===== config.mk =====
export PLATFORM = sky130hd
export DESIGN_NAME = one_index_streamer
export DESIGN_NICKNAME = d
export VERILOG_FILES = /design/src/rtl/one_index_streamer_pkg.sv /design/src/rtl/one_index_streamer_lsb_priority_enc.sv /design/src/rtl/one_index_streamer.sv
export SDC_FILE = /design/constraint.sdc
export NUM_CORES = 1
export LEC_CHECK = 0
export BUFFER_PORTS_ARGS = -buffer_cell sky130_fd_sc_hd__buf_2
export CAP_MARGIN = 20
export CORE_MARGIN = 5
export CORE_UTILIZATION = 25
export DETAILED_ROUTE_END_ITERATION = 7
export GPL_TIMING_DRIVEN = 0
export PLACE_DENSITY = 0.52
export SYNTH_ARGS = -nofsm -noshare
export SYNTH_HDL_FRONTEND = slang
export SYNTH_SLANG_ARGS = --single-unit

===== constraint.sdc =====
create_clock -name clk -period 3.5 [get_ports clk]
set_clock_uncertainty 0.05 [all_clocks]
set_input_delay 0 -clock clk [delete_from_list [all_inputs] [get_ports clk]]
set_output_delay 0 -clock clk [all_outputs]
set_load 0.01 [all_outputs]

===== src/rtl/one_index_streamer_pkg.sv =====
// ============================================================================
// Module      : one_index_streamer_pkg
// Description : Shared definitions for the one-index streamer: FSM state
//               encoding and a constant clog2 helper used to validate the
//               index width against the vector width at elaboration.
// Revision    : 1.0 - initial release
// ============================================================================
`default_nettype none

package one_index_streamer_pkg;

    // Streamer FSM: IDLE waits for a vector, EMIT presents one beat per cycle.
    typedef enum logic [0:0] {
        ST_IDLE = 1'b0,
        ST_EMIT = 1'b1
    } state_t;

    // Smallest r with 2**r >= value; evaluated at elaboration only.
    function automatic int clog2_f(input int value);
        int r;
        r = 0;
        for (int i = 0; i < 31; i++) begin
            if ((1 << i) < value) begin
                r = i + 1;
            end
        end
        return r;
    endfunction

endpackage : one_index_streamer_pkg

`default_nettype wire


===== src/rtl/one_index_streamer_lsb_priority_enc.sv =====
// ============================================================================
// Module      : lsb_priority_enc
// Description : Combinational priority encoder over an N-bit vector. Reports
//               the position of the lowest set bit (highest when MSB_FIRST=1),
//               whether any bit is set, and a one-hot mask selecting that bit
//               so the caller can clear it.
// Ports       : vec        [N]    vector to encode
//               index      [LOGN] selected bit position (0 when vec==0)
//               any        [1]    vec has at least one set bit
//               clear_mask [N]    one-hot of the selected bit (0 when vec==0)
// Revision    : 1.0 - initial release
// ============================================================================
`default_nettype none

module lsb_priority_enc #(
    parameter int N         = 8,
    parameter int LOGN      = 3,
    parameter int MSB_FIRST = 0
) (
    input  logic [N-1:0]    vec,
    output logic [LOGN-1:0] index,
    output logic            any,
    output logic [N-1:0]    clear_mask
);

    import one_index_streamer_pkg::*;

    always_comb begin
        index      = '0;
        clear_mask = '0;
        any        = |vec;
        // Scan so that the winning bit is the last one written: scanning
        // upwards leaves the highest set bit, downwards leaves the lowest.
        if (MSB_FIRST != 0) begin
            for (int i = 0; i < N; i++) begin
                if (vec[i]) begin
                    index = LOGN'(i);
                end
            end
        end else begin
            for (int i = N - 1; i >= 0; i--) begin
                if (vec[i]) begin
                    index = LOGN'(i);
                end
            end
        end
        clear_mask[index] = any;
    end

endmodule : lsb_priority_enc

`default_nettype wire


===== src/rtl/one_index_streamer.sv =====
// ============================================================================
// Module      : one_index_streamer
// Description : Accepts an N-bit occupancy vector over valid/ready and emits
//               the index of every set bit, one per cycle, lowest first (or
//               highest first when MSB_FIRST=1). An all-zero vector produces a
//               single beat flagged out_empty. Back-to-back vectors stream
//               without a bubble.
// Ports       : clk        [1]      rising-edge clock
//               rst_n      [1]      asynchronous active-low reset
//               in_valid   [1]      in_seq offered
//               in_ready   [1]      vector can be accepted this cycle
//               in_seq     [N]      occupancy vector
//               out_valid  [1]      output beat is meaningful
//               out_ready  [1]      downstream consumes the beat
//               out_idx    [LOGN]   index of the current set bit
//               out_ord    [LOGN+1] ordinal of this index within its vector
//               out_last   [1]      final beat of the current vector
//               out_empty  [1]      vector was all zeros
// Revision    : 1.0 - initial release
// ============================================================================
`default_nettype none

module one_index_streamer
    import one_index_streamer_pkg::*;
#(
    parameter int N         = 8,
    parameter int LOGN      = 3,
    parameter int MSB_FIRST = 0
) (
    input  logic            clk,
    input  logic            rst_n,
    input  logic            in_valid,
    output logic            in_ready,
    input  logic [N-1:0]    in_seq,
    output logic            out_valid,
    input  logic            out_ready,
    output logic [LOGN-1:0] out_idx,
    output logic [LOGN:0]   out_ord,
    output logic            out_last,
    output logic            out_empty
);

    generate
        if ((N < 2) || (LOGN != clog2_f(N)) || ((1 << LOGN) != N)) begin : g_bad_params
            $error("one_index_streamer: N must be a power of two >= 2 and LOGN must equal clog2(N)");
        end
    endgenerate

    state_t            r_state;
    state_t            w_state_nxt;
    logic [N-1:0]      r_pending;
    logic              r_empty;
    logic [LOGN:0]     r_ord;

    logic [LOGN-1:0]   w_enc_idx;
    logic              w_enc_any;
    logic [N-1:0]      w_clear_mask;
    logic              w_single;
    logic              w_beat;
    logic              w_accept;

    lsb_priority_enc #(
        .N         (N),
        .LOGN      (LOGN),
        .MSB_FIRST (MSB_FIRST)
    ) u_enc (
        .vec        (r_pending),
        .index      (w_enc_idx),
        .any        (w_enc_any),
        .clear_mask (w_clear_mask)
    );

    // Exactly one bit set: nonzero and clearing the lowest set bit leaves zero.
    assign w_single = w_enc_any && ((r_pending & (r_pending - N'(1))) == '0);

    // ------------------------------------------------------------------
    // FSM: state register
    // ------------------------------------------------------------------
    always_ff @(posedge clk or negedge rst_n) begin
        if (!rst_n) begin
            r_state <= ST_IDLE;
        end else begin
            r_state <= w_state_nxt;
        end
    end

    // ------------------------------------------------------------------
    // FSM: next state and stream outputs
    // ------------------------------------------------------------------
    always_comb begin
        w_state_nxt = r_state;
        out_valid   = 1'b0;
        out_last    = 1'b0;
        out_empty   = 1'b0;
        out_idx     = w_enc_idx;
        out_ord     = r_ord;
        in_ready    = 1'b0;

        case (r_state)
            ST_IDLE: begin
                in_ready = 1'b1;
                if (in_valid) begin
                    w_state_nxt = ST_EMIT;
                end
            end
            ST_EMIT: begin
                out_valid = 1'b1;
                out_last  = w_single || r_empty;
                out_empty = r_empty;
                // A new vector may be taken on the edge that retires the last
                // beat, so consecutive vectors stream without an idle cycle.
                in_ready  = out_ready && out_last;
                if (out_ready && out_last && !in_valid) begin
                    w_state_nxt = ST_IDLE;
                end
            end
            default: begin
                w_state_nxt = ST_IDLE;
            end
        endcase
    end

    assign w_beat   = out_valid && out_ready;
    assign w_accept = in_valid && in_ready;

    // ------------------------------------------------------------------
    // Pending vector, empty flag and ordinal counter
    // ------------------------------------------------------------------
    always_ff @(posedge clk or negedge rst_n) begin
        if (!rst_n) begin
            r_pending <= '0;
            r_empty   <= 1'b0;
            r_ord     <= '0;
        end else if (w_accept) begin
            r_pending <= in_seq;
            r_empty   <= (in_seq == '0);
            r_ord     <= '0;
        end else if (w_beat) begin
            if (out_last) begin
                r_pending <= '0;
                r_empty   <= 1'b0;
                r_ord     <= '0;
            end else begin
                r_pending <= r_pending & ~w_clear_mask;
                r_ord     <= r_ord + (LOGN + 1)'(1);
            end
        end
    end

endmodule : one_index_streamer

`default_nettype wire


==> impl_metrics.env, run 1 <==
export IMPL_grt_usage=0.106
export IMPL_required_ns=3.45
export IMPL_drt_first_iter_violations=87
export IMPL_cts_resized=0
export IMPL_fp_coreArea_um2=3660
export IMPL_synth_cells=101
export IMPL_final_period_utilization=0.745
export IMPL_met3_usage=0.0196
export IMPL_vias=973
export IMPL_synth_area_um2=943
export IMPL_layout_nets=150
export IMPL_grt_remaining_overflow=0
export IMPL_wl_um=2640
export IMPL_setup_viol=0
export IMPL_start_kind="flip-flop"
export IMPL_gp_congestion=0.790
export IMPL_drive_gt1_frac=0.244
export IMPL_final_max_slew_viol_count=0
export IMPL_min_to="out_ord[3]$_DFFE_PN0P_"
export IMPL_final_util=0.340
export IMPL_diodes=0
export IMPL_antenna_found_initial=0
export IMPL_post_cts_setup_buffers=0
export IMPL_p_per_area_nw_per_um2=924
export IMPL_ys_async_sr_fraction=1.00
export IMPL_ys_ff_latch=14
export IMPL_drc=0
export IMPL_use_met1=0.149
export IMPL_insertion_delay_ns=0.24
export IMPL_rsz0062_at_grt="no"
export IMPL_worstPathArrival_ns=2.56
export IMPL_synth_nets=114
export IMPL_grt_busiest_layer="met2"
export IMPL_yosysSeqAreaShare=0.371
export IMPL_die_h_um=71.4
export IMPL_cts_root_buf="clkbuf_8"
export IMPL_hold_class="in2reg"
export IMPL_start_util=0.258
export IMPL_io_buffers=22
export IMPL_period_minus_slack_ns=2.61
export IMPL_worst_ir_drop_vdd_uv=290
export IMPL_cts_sinks=14
export IMPL_crit_start="r_pending[2]$_DFFE_PN0P_"
export IMPL_cts_tree="yes"
export IMPL_worst_setup_path_end_kind="output pin"
export IMPL_io_pins=23
export IMPL_vias_per_cell=5.32
export IMPL_reg2reg_to="r_pending[5]$_DFFE_PN0P_"
export IMPL_die_w_um=71.4
export IMPL_grt_max_degree=15
export IMPL_yosys_warnings=0
export IMPL_cap_violations=0
export IMPL_clk_pin_slew_worst_paths_ns=0.06
export IMPL_drtPass1Iterations=4
export IMPL_fillers=383
export IMPL_ys_flop_type="dfrtp_1"
export IMPL_dpl_hpwl_um=1910
export IMPL_synth_cell_types=44
export IMPL_grt_pass1_vias=892
export IMPL_cts_buffers=3
export IMPL_use_met2=0.157
export IMPL_cts_buffer_depth=2
export IMPL_avgSynthCellArea_um2=9.34
export IMPL_hold_violations=0
export IMPL_synth_edf_count=0
export IMPL_ant_nets=0
export IMPL_criticalPathCategory="reg2out"
export IMPL_rows=22
export IMPL_hold_depth=3
export IMPL_design_die_area_um2=5100
export IMPL_hold_start="out_ready"
export IMPL_areaGrowthSynthToFinish_pct=32.0
export IMPL_cp_max_fo=8
export IMPL_outcome="finished, final reports clean"
export IMPL_r2r_start="r_pending[2]$_DFFE_PN0P_"
export IMPL_slew_headroom=0.542
export IMPL_grt_pass1_wl_um=4310
export IMPL_setup_tns_final_ns=0
export IMPL_htree_levels=1
export IMPL_tightest_slew_ns=0.681
export IMPL_routedWlPerCell_um=14.4
export IMPL_fmax_ghz=0.384
export IMPL_cellLeakagePower_uw=0.000559
export IMPL_ff2ff_path_depth=7
export IMPL_reg2reg_slack_ns=1.12
-- layer usage --
layer | vias to the layer above | routed length, um
li1 | 472 | -
met1 | 465 | 1270
met2 | 32 | 1140
met3 | 4 | 189
met4 | 0 | 43
met5 | - | 0
-- synthesized netlist by cell type, types with 2 or more instances --
library cell	n	area (um^2)
nor3_1	3	15.0
inv_1	4	15.0
clkbuf_1	5	18.8
and3_1	2	12.5
nand4_1	2	12.5
nand3_1	4	20.0
o21a_1	2	15.0
and2_1	2	12.5
o21ai_0	2	10.0
a221o_1	7	70.1
nor4_1	2	12.5
nand2_1	2	7.51
a21oi_1	8	40.0
nor4bb_1	2	20.0
dfrtp_1	14	350
a22o_1	3	26.3
nor2_1	10	37.5
-- cells in the final DEF (no fill, tap or decap), types with 3 or more instances in the layout --
cell	netlist	final
dfrtp_1	14	14
nand3_1	4	4
buf_2	0	22
inv_1	4	4
clkbuf_8	0	3
dlygate4sd3_1	0	9
clkbuf_1	5	5
nor2_1	10	10
nor3_1	3	3
a221o_1	7	7
a21oi_1	8	8
a22o_1	3	3
-- cells by family (layout without fill, tap and decap cells) --
kind of cell               after synthesis  in the layout  share of synthesized area
and+or+nand+nor                         39             39                      0.255
buffers and inverters                   12             46                     0.0570
adders and majority gates                2              2                     0.0239
DFF                                     14             14                      0.371
xor gates and xnor gates                 1              1                    0.00929
AOI/OAI and AO/OA                       33             33                      0.284
-- flip-flops by register name, indices dropped and copies added (netlist names) --
signal / flops
r_pending: 8
out_ord: 4
r_state: 1
r_empty: 1
-- report_power, final --
part	switching, uW	internal, uW
clock network	58.0	76.1
logic	363	341
registers	82.0	230
-- timing repair --
| item | in CTS | in global routing |
|---|---|---|
| hold endpoints to repair | 22 | 0 |
| hold buffers | 9 | 0 |
| endpoints found under the setup margin | 0 | 0 |
-- through the flow --
stage	std cells	cell area, um^2	setup WS, ns	total power, uW	hold slack, ns
after floorplan	101	943	1.31	805	-0.346
after global placement	171	1110	1.17	1000	-0.130
after detailed placement	171	1110	1.15	1010	-0.125
after CTS	183	1240	0.909	1150	0.0392
after global routing	183	1240	0.801	1240	0.0560
final	183	1240	0.894	1150	0.0380
-- worst max-delay path by stage --
stage | end | cells after the start
after CTS | in_ready | 8
after detailed placement | r_pending[5]$_DFFE_PN0P_ | 7
after floorplan | r_pending[1]$_DFFE_PN0P_ | 7
after global placement | in_ready | 8
after global routing | in_ready | 7
final | in_ready | 8
-- critical path: stages, from the launching register on --
cell and delay [ns]:
dfrtp_1 0.36, clkbuf_2 0.17, or4_4 0.54, o21ai_1 0.15, or4b_1 0.46, nand3_2 0.14
a21oi_1 0.15, o21ai_0 0.19, buf_2 0.16
-- area by class of cell --
class                           instances  area [um^2]  area share
Inverter                                4         15.0      0.0121
Clock buffer                            3         41.3      0.0332
Multi-Input combinational cell         75          539       0.433
Tap cell                               48         60.1      0.0482
Sequential cell                        14          350       0.281
Timing Repair Buffer                   31          200       0.161
Buffer                                  8         38.8      0.0312
No activity file was read; power rests on OpenSTA's default activity.
==> inputs of run 2 (changes only) <==
==> constraint.sdc (replaced) <==
create_clock -name clk -period 2.6 [get_ports clk]
set_clock_uncertainty 0.05 [all_clocks]
set_input_delay 0 -clock clk [delete_from_list [all_inputs] [get_ports clk]]
set_output_delay 0 -clock clk [all_outputs]
set_load 0.01 [all_outputs]
==> run 2 against run 1 <==
Compared with the run above: critical path depth shrank 1; sequential share of layout area decreased by 0.32 points; clock power increased by 33%; clock-buffer cell count unchanged; final cell count is the same; global-route usage unchanged; core utilization grew 0.51 points; combinational power grew 40%; worst hold slack improved by 0.00095 ns.
==> impl_metrics.env, run 2 (synthesis results as in run 1) <==
export IMPL_outcome="finished, final reports clean"
export IMPL_switchingPower_uw=690
export IMPL_place_inst=171
export IMPL_die_w_um=71.4
export IMPL_gp_congestion=0.790
export IMPL_io_pins=23
export IMPL_fp_coreArea_um2=3660
export IMPL_diodes=0
export IMPL_p_comb_frac=0.616
export IMPL_areaGrowthSynthToFinish_pct=34.0
export IMPL_setup_tns_final_ns=0
export IMPL_antenna_found_initial=0
export IMPL_start_kind="flip-flop"
export IMPL_wl_um=2620
export IMPL_pre_cts_ws_ns=0.254
export IMPL_setup_ws_ns=0.114
export IMPL_cts_buffers=3
export IMPL_io_buffers=22
export IMPL_worst_path_max_delay_cell="or4_4"
export IMPL_drtPass1Iterations=4
export IMPL_max_stage_delay_ns=0.56
export IMPL_drive_gt1_frac=0.267
export IMPL_period_minus_slack_ns=2.49
export IMPL_regMostFlops="r_pending"
export IMPL_grt_pass1_vias=892
export IMPL_design_power_total_uw=1600
export IMPL_worst_ir_drop_vdd_uv=390
export IMPL_cellLeakagePower_uw=0.000561
export IMPL_die_h_um=71.4
export IMPL_netSwitchingFraction=0.431
export IMPL_worst_setup_path_end_kind="flip-flop"
export IMPL_vias_per_cell=5.21
export IMPL_pwr_share_seq=0.272
export IMPL_hold_violations=0
export IMPL_grt_pass1_wl_um=4310
export IMPL_design_die_area_um2=5100
export IMPL_hold_class="in2reg"
export IMPL_cap_violations=0
export IMPL_start_util=0.258
export IMPL_setup_viol=0
export IMPL_crit_chain="or4_4 -> buf_4 -> nor3_1 -> or4b_4 -> nand3_4 -> a41o_4 -> a221o_1"
export IMPL_largest_register_ffs=8
export IMPL_fmax_ghz=0.402
export IMPL_ant_nets=0
export IMPL_fillers=383
export IMPL_required_ns=2.67
export IMPL_cp_max_fo=8
export IMPL_drc=0
export IMPL_clk_pin_slew_worst_paths_ns=0.06
export IMPL_clkPwrFrac=0.111
export IMPL_drt_first_iter_violations=89
export IMPL_cts_root_buf="clkbuf_8"
export IMPL_criticalPathCategory="reg2reg"
export IMPL_insertion_delay_ns=0.24
export IMPL_cts_buffer_depth=2
export IMPL_routedWlPerCell_um=14.3
export IMPL_dpl_cell_area_um2=1110
export IMPL_worstPathArrival_ns=2.56
export IMPL_vias=954
export IMPL_most_common_layout_cells="buf_2, dfrtp_1, nor2_1, dlygate4sd3_1"
export IMPL_dpl_hpwl_um=1910
export IMPL_final_common_cell="buf_2"
export IMPL_grt_usage=0.106
export IMPL_p_int_uw=909
export IMPL_slew_headroom=0.500
export IMPL_layout_nets=150
export IMPL_instances_no_fill=183
export IMPL_final_max_slew_viol_count=0
export IMPL_grt_remaining_overflow=0
export IMPL_final_period_utilization=0.956
export IMPL_rows=22
export IMPL_tightest_slew_ns=0.744
export IMPL_htree_levels=1
export IMPL_cts_sinks=14
export IMPL_grt_max_degree=15
export IMPL_final_cell_area_um2=1260
export IMPL_p_per_area_nw_per_um2=1270
export IMPL_cts_tree="yes"
export IMPL_rsz0062_at_grt="no"
[run 2: final cells by class]
type                    count  area, um^2  area share
plain buffers               7        33.8      0.0267
clock buffers               3        41.3      0.0327
inverters                   4        15.0      0.0119
multi-input cells          75         554       0.439
repair buffers             32         208       0.164
flip-flops and latches     14         352       0.278
well taps                  48        60.1      0.0475
[run 2: path summary, 6_finish.rpt]
kind                                                from                  endpoint  slack [ns]  depth (start not counted)
worst max-delay path            r_pending[2]$_DFFE_PN0P_  r_pending[6]$_DFFE_PN0P_        0.11                          7
worst min-delay path                           out_ready    out_ord[3]$_DFFE_PN0P_        0.04                          3
worst max register to register  r_pending[2]$_DFFE_PN0P_  r_pending[6]$_DFFE_PN0P_        0.11                          7
worst min register to register    out_ord[2]$_DFFE_PN0P_    out_ord[2]$_DFFE_PN0P_        0.52                          1
max in group asynchronous                          rst_n  r_pending[3]$_DFFE_PN0P_        2.10                          2
min in group asynchronous                          rst_n  r_pending[5]$_DFFE_PN0P_        0.14                          2
[run 2: repair_timing]
item,4_1_cts,5_1_grt
buffers inserted,0,1
hold endpoints to repair,22,0
setup endpoints to repair,0,2
hold buffers,9,0
resized for setup,0,5
[run 2: worst max-delay path: cells and delay by family, from the launching register on]
family | cells | cell delay, ns
compound gates | 2 | 0.62
buf+inv | 1 | 0.16
flops | 1 | 0.47
simple gates | 4 | 1.06
[run 2: through the flow]
stage          hold slack (ns)  utilization
2_1_floorplan           -0.346            -
3_3_place_gp            -0.130        0.304
3_5_place_dp            -0.125        0.304
4_1_cts                 0.0392        0.340
5_1_grt                 0.0560        0.345
6_report                0.0390        0.345
[run 2: layer usage]
layer,global-route usage,share of wire
met3,0.0196,0.078
met5,0,0
met4,0.0438,0.010
met1,0.149,0.47
met2,0.157,0.44
[run 2: power by group through the flow]
stage / Clock [uW] / Sequential (uW) / Combinational [uW]
2_1_floorplan: 0 / 411 / 673
3_5_place_dp: 0 / 420 / 936
4_1_cts: 184 / 417 / 954
6_report: 178 / 435 / 985
3_3_place_gp: 0 / 417 / 931
5_1_grt: 191 / 451 / 1080
